[src/rtl/hh_pkg.sv]
// Shared types and defaults for the Hodgkin-Huxley spike monitor.
package hh_pkg;

  typedef enum logic [1:0] {
    ST_IDLE    = 2'd0,
    ST_REFRACT = 2'd1,
    ST_RUN     = 2'd2
  } hh_mon_state_t;

  localparam int HH_WIN_W   = 16;
  localparam int HH_ISI_W   = 16;
  localparam int HH_REFRACT = 4;

  localparam logic [7:0] HH_RATE_MAX = 8'd255;

  // Saturating increment for the 8-bit spike count.
  function automatic logic [7:0] sat_inc8(input logic [7:0] v, input logic inc);
    return (inc && (v != HH_RATE_MAX)) ? v + 8'd1 : v;
  endfunction

endpackage

[src/rtl/hh_spike_refract.sv]
// Spike edge detection plus IDLE/REFRACT/RUN refractory FSM; emits a one-cycle accept strobe.
module hh_spike_refract
  import hh_pkg::*;
#(
  parameter int REFRACT = HH_REFRACT
) (
  input  logic       clk,
  input  logic       rst_n,
  input  logic       ena,
  input  logic       clr,
  input  logic       spike,
  output logic       accept,
  output logic [1:0] state_dbg
);

  localparam logic [1:0] S_IDLE    = ST_IDLE;
  localparam logic [1:0] S_REFRACT = ST_REFRACT;
  localparam logic [1:0] S_RUN     = ST_RUN;
  localparam logic [7:0] R_LOAD    = 8'(REFRACT - 1);

  logic       spike_q;
  logic [1:0] st;
  logic [7:0] rcnt;

  // spike_q follows spike regardless of ena/clr so a held-high spike never
  // looks like a fresh edge once the block resumes.
  always_ff @(posedge clk or negedge rst_n) begin
    if (!rst_n) spike_q <= 1'b0;
    else        spike_q <= spike;
  end

  // accept is a single-cycle strobe with no back-pressure: the parent must
  // consume it in the cycle it is high.
  assign accept = spike & ~spike_q & ena & ~clr & (st != S_REFRACT);

  always_ff @(posedge clk or negedge rst_n) begin
    if (!rst_n) begin
      st   <= S_IDLE;
      rcnt <= 8'd0;
    end else if (clr) begin
      st   <= S_IDLE;
      rcnt <= 8'd0;
    end else if (ena) begin
      case (st)
        S_IDLE, S_RUN: begin
          if (accept) begin
            st   <= S_REFRACT;
            rcnt <= R_LOAD;
          end
        end
        S_REFRACT: begin
          if (rcnt == 8'd0) st   <= S_RUN;
          else              rcnt <= rcnt - 8'd1;
        end
        default: st <= S_IDLE;
      endcase
    end
  end

  assign state_dbg = st;

endmodule

[src/rtl/hh_spike_monitor.sv]
// Spike-train statistics: windowed rate, inter-spike interval, refractory filter.
// Optional per-window peak of state enabled by HH_SPIKE_MON_PEAK_EN.
module hh_spike_monitor
  import hh_pkg::*;
#(
  parameter int WIN_W   = HH_WIN_W,
  parameter int ISI_W   = HH_ISI_W,
  parameter int REFRACT = HH_REFRACT
) (
  input  logic             clk,
  input  logic             rst_n,
  input  logic             ena,
  input  logic             clr,
  input  logic             spike,
  input  logic [7:0]       state,
  output logic [7:0]       rate_out,
  output logic             win_valid,
  output logic [ISI_W-1:0] isi_out,
  output logic             isi_valid,
  output logic             isi_ovf
`ifdef HH_SPIKE_MON_PEAK_EN
  ,
  output logic [7:0]       peak_out
`endif
);

  localparam logic [WIN_W-1:0] WIN_ONE = {{(WIN_W-1){1'b0}}, 1'b1};
  localparam logic [ISI_W-1:0] ISI_ONE = {{(ISI_W-1){1'b0}}, 1'b1};
  // Counter stops one short of all-ones so a reported all-ones ISI means overflow.
  localparam logic [ISI_W-1:0] ISI_MAX = {{(ISI_W-1){1'b1}}, 1'b0};
  localparam logic [ISI_W-1:0] ISI_PRE = {{(ISI_W-2){1'b1}}, 2'b01};

  logic             accept;
  logic [1:0]       fsm_state;
  logic             counting;
  logic             win_tc;
  logic [WIN_W-1:0] win_cnt;
  logic [7:0]       spk_cnt;
  logic [7:0]       spk_next;
  logic [ISI_W-1:0] isi_cnt;

  hh_spike_refract #(.REFRACT(REFRACT)) u_refract (
    .clk       (clk),
    .rst_n     (rst_n),
    .ena       (ena),
    .clr       (clr),
    .spike     (spike),
    .accept    (accept),
    .state_dbg (fsm_state)
  );

  assign counting = (fsm_state != ST_IDLE);
  assign win_tc   = &win_cnt;
  assign spk_next = sat_inc8(spk_cnt, accept);

  always_ff @(posedge clk or negedge rst_n) begin
    if (!rst_n) begin
      win_cnt   <= '0;
      spk_cnt   <= 8'd0;
      rate_out  <= 8'd0;
      win_valid <= 1'b0;
    end else if (clr) begin
      win_cnt   <= '0;
      spk_cnt   <= 8'd0;
      rate_out  <= 8'd0;
      win_valid <= 1'b0;
    end else begin
      win_valid <= 1'b0;
      if (ena) begin
        win_cnt <= win_cnt + WIN_ONE;
        if (win_tc) begin
          rate_out  <= spk_next;
          win_valid <= 1'b1;
          spk_cnt   <= 8'd0;
        end else begin
          spk_cnt   <= spk_next;
        end
      end
    end
  end

  // An accept is only possible in IDLE or RUN; only the RUN case has a
  // previous edge to measure against.
  always_ff @(posedge clk or negedge rst_n) begin
    if (!rst_n) begin
      isi_cnt   <= '0;
      isi_out   <= '0;
      isi_valid <= 1'b0;
      isi_ovf   <= 1'b0;
    end else if (clr) begin
      isi_cnt   <= '0;
      isi_out   <= '0;
      isi_valid <= 1'b0;
      isi_ovf   <= 1'b0;
    end else begin
      isi_valid <= 1'b0;
      if (ena) begin
        if (accept) begin
          if (counting) begin
            isi_out   <= isi_cnt + ISI_ONE;
            isi_valid <= 1'b1;
          end
          isi_cnt <= '0;
        end else if (counting) begin
          if (isi_cnt != ISI_MAX) isi_cnt <= isi_cnt + ISI_ONE;
          if (isi_cnt >= ISI_PRE) isi_ovf <= 1'b1;
        end
      end
    end
  end

`ifdef HH_SPIKE_MON_PEAK_EN
  logic [7:0] peak_q;
  logic [7:0] peak_next;

  assign peak_next = (state > peak_q) ? state : peak_q;

  always_ff @(posedge clk or negedge rst_n) begin
    if (!rst_n) begin
      peak_q   <= 8'd0;
      peak_out <= 8'd0;
    end else if (clr) begin
      peak_q   <= 8'd0;
      peak_out <= 8'd0;
    end else if (ena) begin
      if (win_tc) begin
        peak_out <= peak_next;
        peak_q   <= 8'd0;
      end else begin
        peak_q   <= peak_next;
      end
    end
  end
`else
  logic unused_state;
  assign unused_state = ^state;
`endif

endmodule
[config.mk]
export PLATFORM = sky130hd
export DESIGN_NAME = hh_spike_monitor
export DESIGN_NICKNAME = d
export VERILOG_FILES = /design/src/rtl/hh_pkg.sv /design/src/rtl/hh_spike_refract.sv /design/src/rtl/hh_spike_monitor.sv
export SDC_FILE = /design/constraint.sdc
export NUM_CORES = 1
export LEC_CHECK = 0
export BUFFER_PORTS_ARGS = -buffer_cell sky130_fd_sc_hd__buf_4
export CORE_MARGIN = 5
export CORE_UTILIZATION = 55
export CTS_BUF_LIST = sky130_fd_sc_hd__clkbuf_4
export DETAILED_ROUTE_END_ITERATION = 8
export PLACE_DENSITY = 0.88
export RECOVER_POWER = 25
export SYNTH_ARGS = -nofsm -noshare
export SYNTH_HDL_FRONTEND = slang
export SYNTH_HIERARCHICAL = 1
export SYNTH_SLANG_ARGS = --single-unit
[constraint.sdc]
create_clock -name clk -period 2.2 [get_ports clk]
set_clock_uncertainty 0.1 [all_clocks]
set_input_delay 0.44 -clock clk [delete_from_list [all_inputs] [get_ports clk]]
set_output_delay 0.44 -clock clk [all_outputs]
set_load 0.01 [all_outputs]
== Word level (Yosys, flattened, before mapping) ==
Cells that the tools add are included.

* Add/sub/neg operators: 4
* $lt $le $gt $ge: 1
* Equal/unequal tests: 9
* Mux-type cells: 40
* Bitwise logic cells: 6
* Reduce and logical (&&, ||, !) cells: 20

{| class="wikitable"
|+ Operators with widths
! operator !! number
|-
| $mux W16 || 11
|-
| $mux W8 || 11
|-
| $add A16 B1 Y16 const B || 2
|-
| $ge A16 B16 Y1 const B || 1
|-
| $ne A16 B16 Y1 const B || 1
|-
| $pmux W8 S2 || 1
|-
| $reduce_and A16 Y1 || 1
|-
| $mux W1 || 12
|-
| $reduce_bool A2 Y1 || 6
|-
| $reduce_and A3 Y1 || 3
|-
| $reduce_bool A3 Y1 || 3
|-
| $add A8 B1 Y8 const B || 1
|-
| $logic_not A8 Y1 || 1
|-
| $mux W2 || 4
|-
| $ne A8 B8 Y1 const B || 1
|-
| $reduce_and A4 Y1 || 2
|-
| $sub A8 B1 Y8 const B || 1
|-
| $ne A3 B3 Y1 const B || 2
|-
| $and A1 B1 Y1 || 4
|-
| $pmux W2 S2 || 1
|-
| $ne A3 B2 Y1 const B || 1
|-
| $eq A2 B1 Y1 const B || 1
|-
| $eq A2 B2 Y1 const B || 1
|-
| $logic_not A2 Y1 || 1
|-
| other kinds (6) || 7
|}

* Register bits after elaboration: 78
* Input port bits: 13
* Output and inout bits: 27
* Logic and storage cells: 91

== Longest topological paths before layout ==
* Depth in word-level cells: 10
* Depth in mapped cells: 8
* Mapped depth without buffers: 8

== By module ==
The synthesis kept the hierarchy.

{| class="wikitable"
|+ By module, submodules not included
! module !! instances !! cells each !! area an instance (um2) !! seq. area each (um2)
|-
| hh_spike_monitor || 1 || 364 || 3,482.1 || 1,676.6
|-
| hh_spike_refract || 1 || 68 || 680.7 || 275.3
|}

== Least setup slack after synthesis ==
No wires, ideal clock.

* Path type: input-to-reg
* Start: input spike
* End: register isi_cnt[11]
* Setup time: 0.126 ns
* Arrival: 2.103 ns
* Data required time: 1.974 ns
* Setup slack: -0.129 ns
* Stages on the path: 8
* Path buffers: 0
* Cells stage by stage: nor2b_1 > nand2_1 > nor3_1 > nor2_1 > and2_1 > a21boi_0 > and3_1 > a221o_1

* Word-level cells in the longest chain between the ends: 7

{| class="wikitable"
|+ Ends and longest elaborated chain
! item !! RTL line !! text
|-
| from (decl) || hh_spike_monitor.sv:14 || <nowiki>input logic spike,</nowiki>
|-
| $and A1 B1 Y1 (*) (4 in series) || hh_spike_refract.sv:34 || <nowiki>assign accept = spike & ~spike_q & ena & ~clr & (st != S_REFRACT);</nowiki>
|-
| net accept || hh_spike_monitor.sv:33 || <nowiki>logic accept;</nowiki>
|-
| $mux W16 || hh_spike_monitor.sv:98 || <nowiki>if (accept) begin</nowiki>
|-
| $mux W16 || hh_spike_monitor.sv:97 || <nowiki>if (ena) begin</nowiki>
|-
| $mux W16 || hh_spike_monitor.sv:90 || <nowiki>end else if (clr) begin</nowiki>
|-
| to (signal assigned) || hh_spike_monitor.sv:105 || <nowiki>if (isi_cnt != ISI_MAX) isi_cnt <= isi_cnt + ISI_ONE;</nowiki>
|-
| to (decl) || hh_spike_monitor.sv:40 || <nowiki>logic [ISI_W-1:0] isi_cnt;</nowiki>
|}

The timed path passes the listed nets; every way through them passes the cells marked *. The select of a mux whose other input is x is not followed.
A chain may end at the register's enable or synchronous reset.

== Worst setup path after layout ==
* Start: register u_refract.spike_q
* End: register spk_cnt[4]

* Word-level cells in the longest chain between the ends: 10

{| class="wikitable"
|+ Ends and longest elaborated chain
! item !! RTL line !! text
|-
| from (decl) || hh_spike_refract.sv:21 || <nowiki>logic spike_q;</nowiki>
|-
| from (signal assigned) || hh_spike_refract.sv:29 || <nowiki>else spike_q <= spike;</nowiki>
|-
| $not A1 Y1 || hh_spike_refract.sv:34 ||
|-
| $and A1 B1 Y1 (4 in series) || hh_spike_refract.sv:34 ||
|-
| net accept || hh_spike_monitor.sv:33 ||
|-
| $logic_and A1 B1 Y1 || hh_pkg.sv:18 || <nowiki>return (inc && (v != HH_RATE_MAX)) ? v + 8'd1 : v;</nowiki>
|-
| $mux W8 || hh_pkg.sv:18 ||
|-
| $mux W8 || hh_spike_monitor.sv:71 || <nowiki>if (win_tc) begin</nowiki>
|-
| $mux W8 || hh_spike_monitor.sv:69 || <nowiki>if (ena) begin</nowiki>
|-
| $mux W8 || hh_spike_monitor.sv:62 || <nowiki>end else if (clr) begin</nowiki>
|-
| to (signal assigned) || hh_spike_monitor.sv:76 || <nowiki>spk_cnt <= spk_next;</nowiki>
|-
| to (decl) || hh_spike_monitor.sv:38 || <nowiki>logic [7:0] spk_cnt;</nowiki>
|}

The timed path passes the listed nets, and every way through them passes these cells. The select of a mux whose other input is x is not followed.

==> results.yml <==
placement:
  dpl_worst_slack_ns: -0.125
  dp_hpwl_mm: 6.73
  gp_congestion: 0.910
  portBuffers: 31
  dp_cells: 568
critical_path:
  crit_arrival_ns: 2.31
  critical_path.cell_chain: "nor2b_4, nand2_1, nor3_2, buf_4, buf_4, and3_1, nand2_1, a21oi_1, o21ai_0, a21o_1"
  cp_max_fo: 6
  crit_path_start_kind: "register"
  path_buf_inv: 2
  worst-setup-path-type: "reg -> reg"
  critPathTopFamily: "simple AND/OR/NAND/NOR gates"
  max_stage_delay_ns: 0.41
  slowest_stage: "dfrtp_1"
  required_ns: 2.44
  endpoint_kind: "register"
floorplan:
  fp-row-count: 31
  die_w_um: 97.0
  start_util: 0.571
  io_pins: 40
  dieArea_mm2: 0.00941
  die_y_um: 97.0
  core_area_mm2: 0.00729
worst_hold_path:
  hp-class: "in -> reg"
logic_synthesis:
  synthSimpleGateAreaFrac: 0.227
  syn-cell-area_mm2: 0.00416
  synth_top_family_by_area: "simple AND/OR/NAND/NOR gates"
  yosysWarnings: 6
  synthMuxAreaShare: 0.0171
  synth_cell_types: 64
  synth_xor_area_frac: 0.0526
  synth_compound_area_frac: 0.176
  ys_seq_elements: 78
  synth_edf_count: 0
  ys_seq_area_frac: 0.469
  avgSynthCellArea_um2: 9.64
  synthFlopType: "dfrtp_1"
  synth_adder_area_share: 0.0240
  synth_cells: 432
  synth_nets: 453
  ys_async_sr_fraction: 1.00
timing:
  slew_headroom: 0.430
  fin_crit_ns: 2.07
  setup_ws_ns: 0.127
  period_share: 0.942
  fmax_mhz: 482
  hold_viol: 0
  rsz0062_at_grt: "false"
  tightest_slew_ns: 0.855
  final-setup-viol-count: 0
  slew_viol_final: 0
grt:
  antenna_found_initial: 1
  use_met2: 0.342
  grt_pass1_wl_mm: 15.9
  busiest_layer: "met2"
  grt_max_degree: 47
  met3_usage: 0.0331
  grt_remaining_overflow: 0
  grt_pass1_vias: 3480
  grt_usage: 0.203
  met1_usage: 0.246
power_and_ir_drop:
  peakVddDrop_uv: 445
  p_leak_nw: 2.21
  p_clk_frac: 0.313
  power_switching_mw: 0.813
  p_int_mw: 2.01
  swShare: 0.288
  combPwrFrac: 0.131
  fin_total_pwr_mw: 2.82
  pwr-share-seq: 0.556
  cellPowerDensity_mw_per_mm2: 585
cts:
  clock_sinks: 78
  cts_tree: "built"
  clock_latency_ns: 0.44
  htreeDepth: 3
  cts_buffers: 9
  cts_root_buf: "clkbuf_4"
  clk_path_buf_depth: 2
  clkTransAtPathRegs_ns: 0.13
detailed_routing:
  drt_first_pass_iters: 5
  detail_route.wirelength_mm: 9.43
  dr.first_iter.drc_count: 198
  antenna_left: 0
  vias: 3528
  wl_per_cell_um: 16.1
  viasPerCell: 6.01
  drcViolationCount: 0
final_layout:
  drive_gt1_frac: 0.197
  utilization: 0.662
  area_delta_synth_final_pct: 16.0
  fin_nets: 503
  final_cells: 587
run_status:
  outcome: "complete, no violations"
job:
  maxCapViolations: 0
-- cell usage after synthesis, types with 10 or more instances --
master,instances,area (µm²)
a211oi_1,11,82.6
a21o_1,10,75.1
a21oi_1,21,105
clkbuf_1,13,48.8
dfrtp_1,78,1950
inv_1,13,48.8
nand2_1,30,113
nand3_1,14,70.1
nand4_1,11,68.8
nor2_1,53,199
nor3_1,10,50.1
o21ai_0,12,60.1
xnor2_1,10,87.6
xor2_1,15,131
-- layout by cell type (no fill, tap or decap), drive strengths merged, types with 8 or more instances in the layout --
cell	n
ha	8
nand3	15
xnor2	10
o2bb2ai	8
buf	56
a211oi	11
nor3	11
nand2	30
or2	9
and2	8
inv	14
o21ai	13
clkbuf	12
a21o	10
nor2	53
nand4	11
a21oi	22
dfrtp	78
and3	8
xor2	15
-- power groups by stage --
stage	Sequential (mW)	Clock, mW	Combinational, mW
global route	1.58	0.966	0.410
floorplan	1.58	0	0.248
finish	1.57	0.885	0.369
detailed placement	1.60	0	0.365
CTS	1.57	0.894	0.369
global placement	1.59	0	0.349
-- routing by layer --
| metal | routed length (µm) | share of wire | vias to the layer above |
|---|---|---|---|
| li1 | - | - | 1666 |
| met1 | 4110 | 0.44 | 1731 |
| met2 | 4670 | 0.50 | 106 |
| met3 | 433 | 0.046 | 25 |
| met4 | 217 | 0.023 | 0 |
| met5 | 0 | 0 | - |
-- final cells by class --
cell class / instances / area, µm²
fillers: 555 / 2460
diodes: 1 / 2.50
multi-input cells: 321 / 2080
clock inverters: 6 / 61.3
clock buffers: 10 / 75.1
inverters: 13 / 48.8
flip-flops and latches: 78 / 1950
repair buffers: 59 / 480
well taps: 99 / 124
-- cells by family after synthesis --
| kind of cell | Yosys count |
|---|---|
| buffers and inverters | 33 |
| DFF | 78 |
| muxes | 6 |
| adders and majority gates | 8 |
| and+or+nand+nor | 178 |
| AOI/OAI and AO/OA | 104 |
| xor gates and xnor gates | 25 |
-- worst paths after layout --
path	from	endpoint	slack, ns	cells after the start
max reg2reg	u_refract/spike_q	spk_cnt[4]	0.13	10
min in group asynchronous	rst_n	rate_out[3]	0.52	2
min	spike	u_refract/spike_q	0.05	1
max in group asynchronous	rst_n	u_refract/rcnt[5]	0.74	3
min reg2reg	rate_out[1]	rate_out[1]	0.42	1
max	u_refract/spike_q	spk_cnt[4]	0.13	10
-- sequential cells by signal, indices dropped and copies added, names as in the netlist --
name	count
isi_ovf	1
u_refract/spike_q	1
win_cnt	16
isi_cnt	16
isi_out	16
spk_cnt	8
isi_valid	1
win_valid	1
u_refract/state_dbg	2
u_refract/rcnt	8
rate_out	8
-- through the flow --
| step | TNS [ns] | cell area, µm² | hold slack, ns |
|---|---|---|---|
| 6_report | 0 | 4830 | 0.0459 |
| 5_1_grt | 0 | 4830 | 0.0198 |
| 4_1_cts | 0 | 4810 | 0.0129 |
| 3_5_place_dp | -0.606 | 4660 | 0.311 |
| 3_3_place_gp | -0.330 | 4660 | 0.310 |
| 2_1_floorplan | 0 | 4170 | 0.0444 |
-- repair_timing --
item	CTS	global route
resized for setup	1	3
buffers inserted	0	1
endpoints found under the setup margin	1	6
hold buffers	1	0
hold endpoints to repair	32	0
Note: power is estimated with default switching activity, not from simulation.
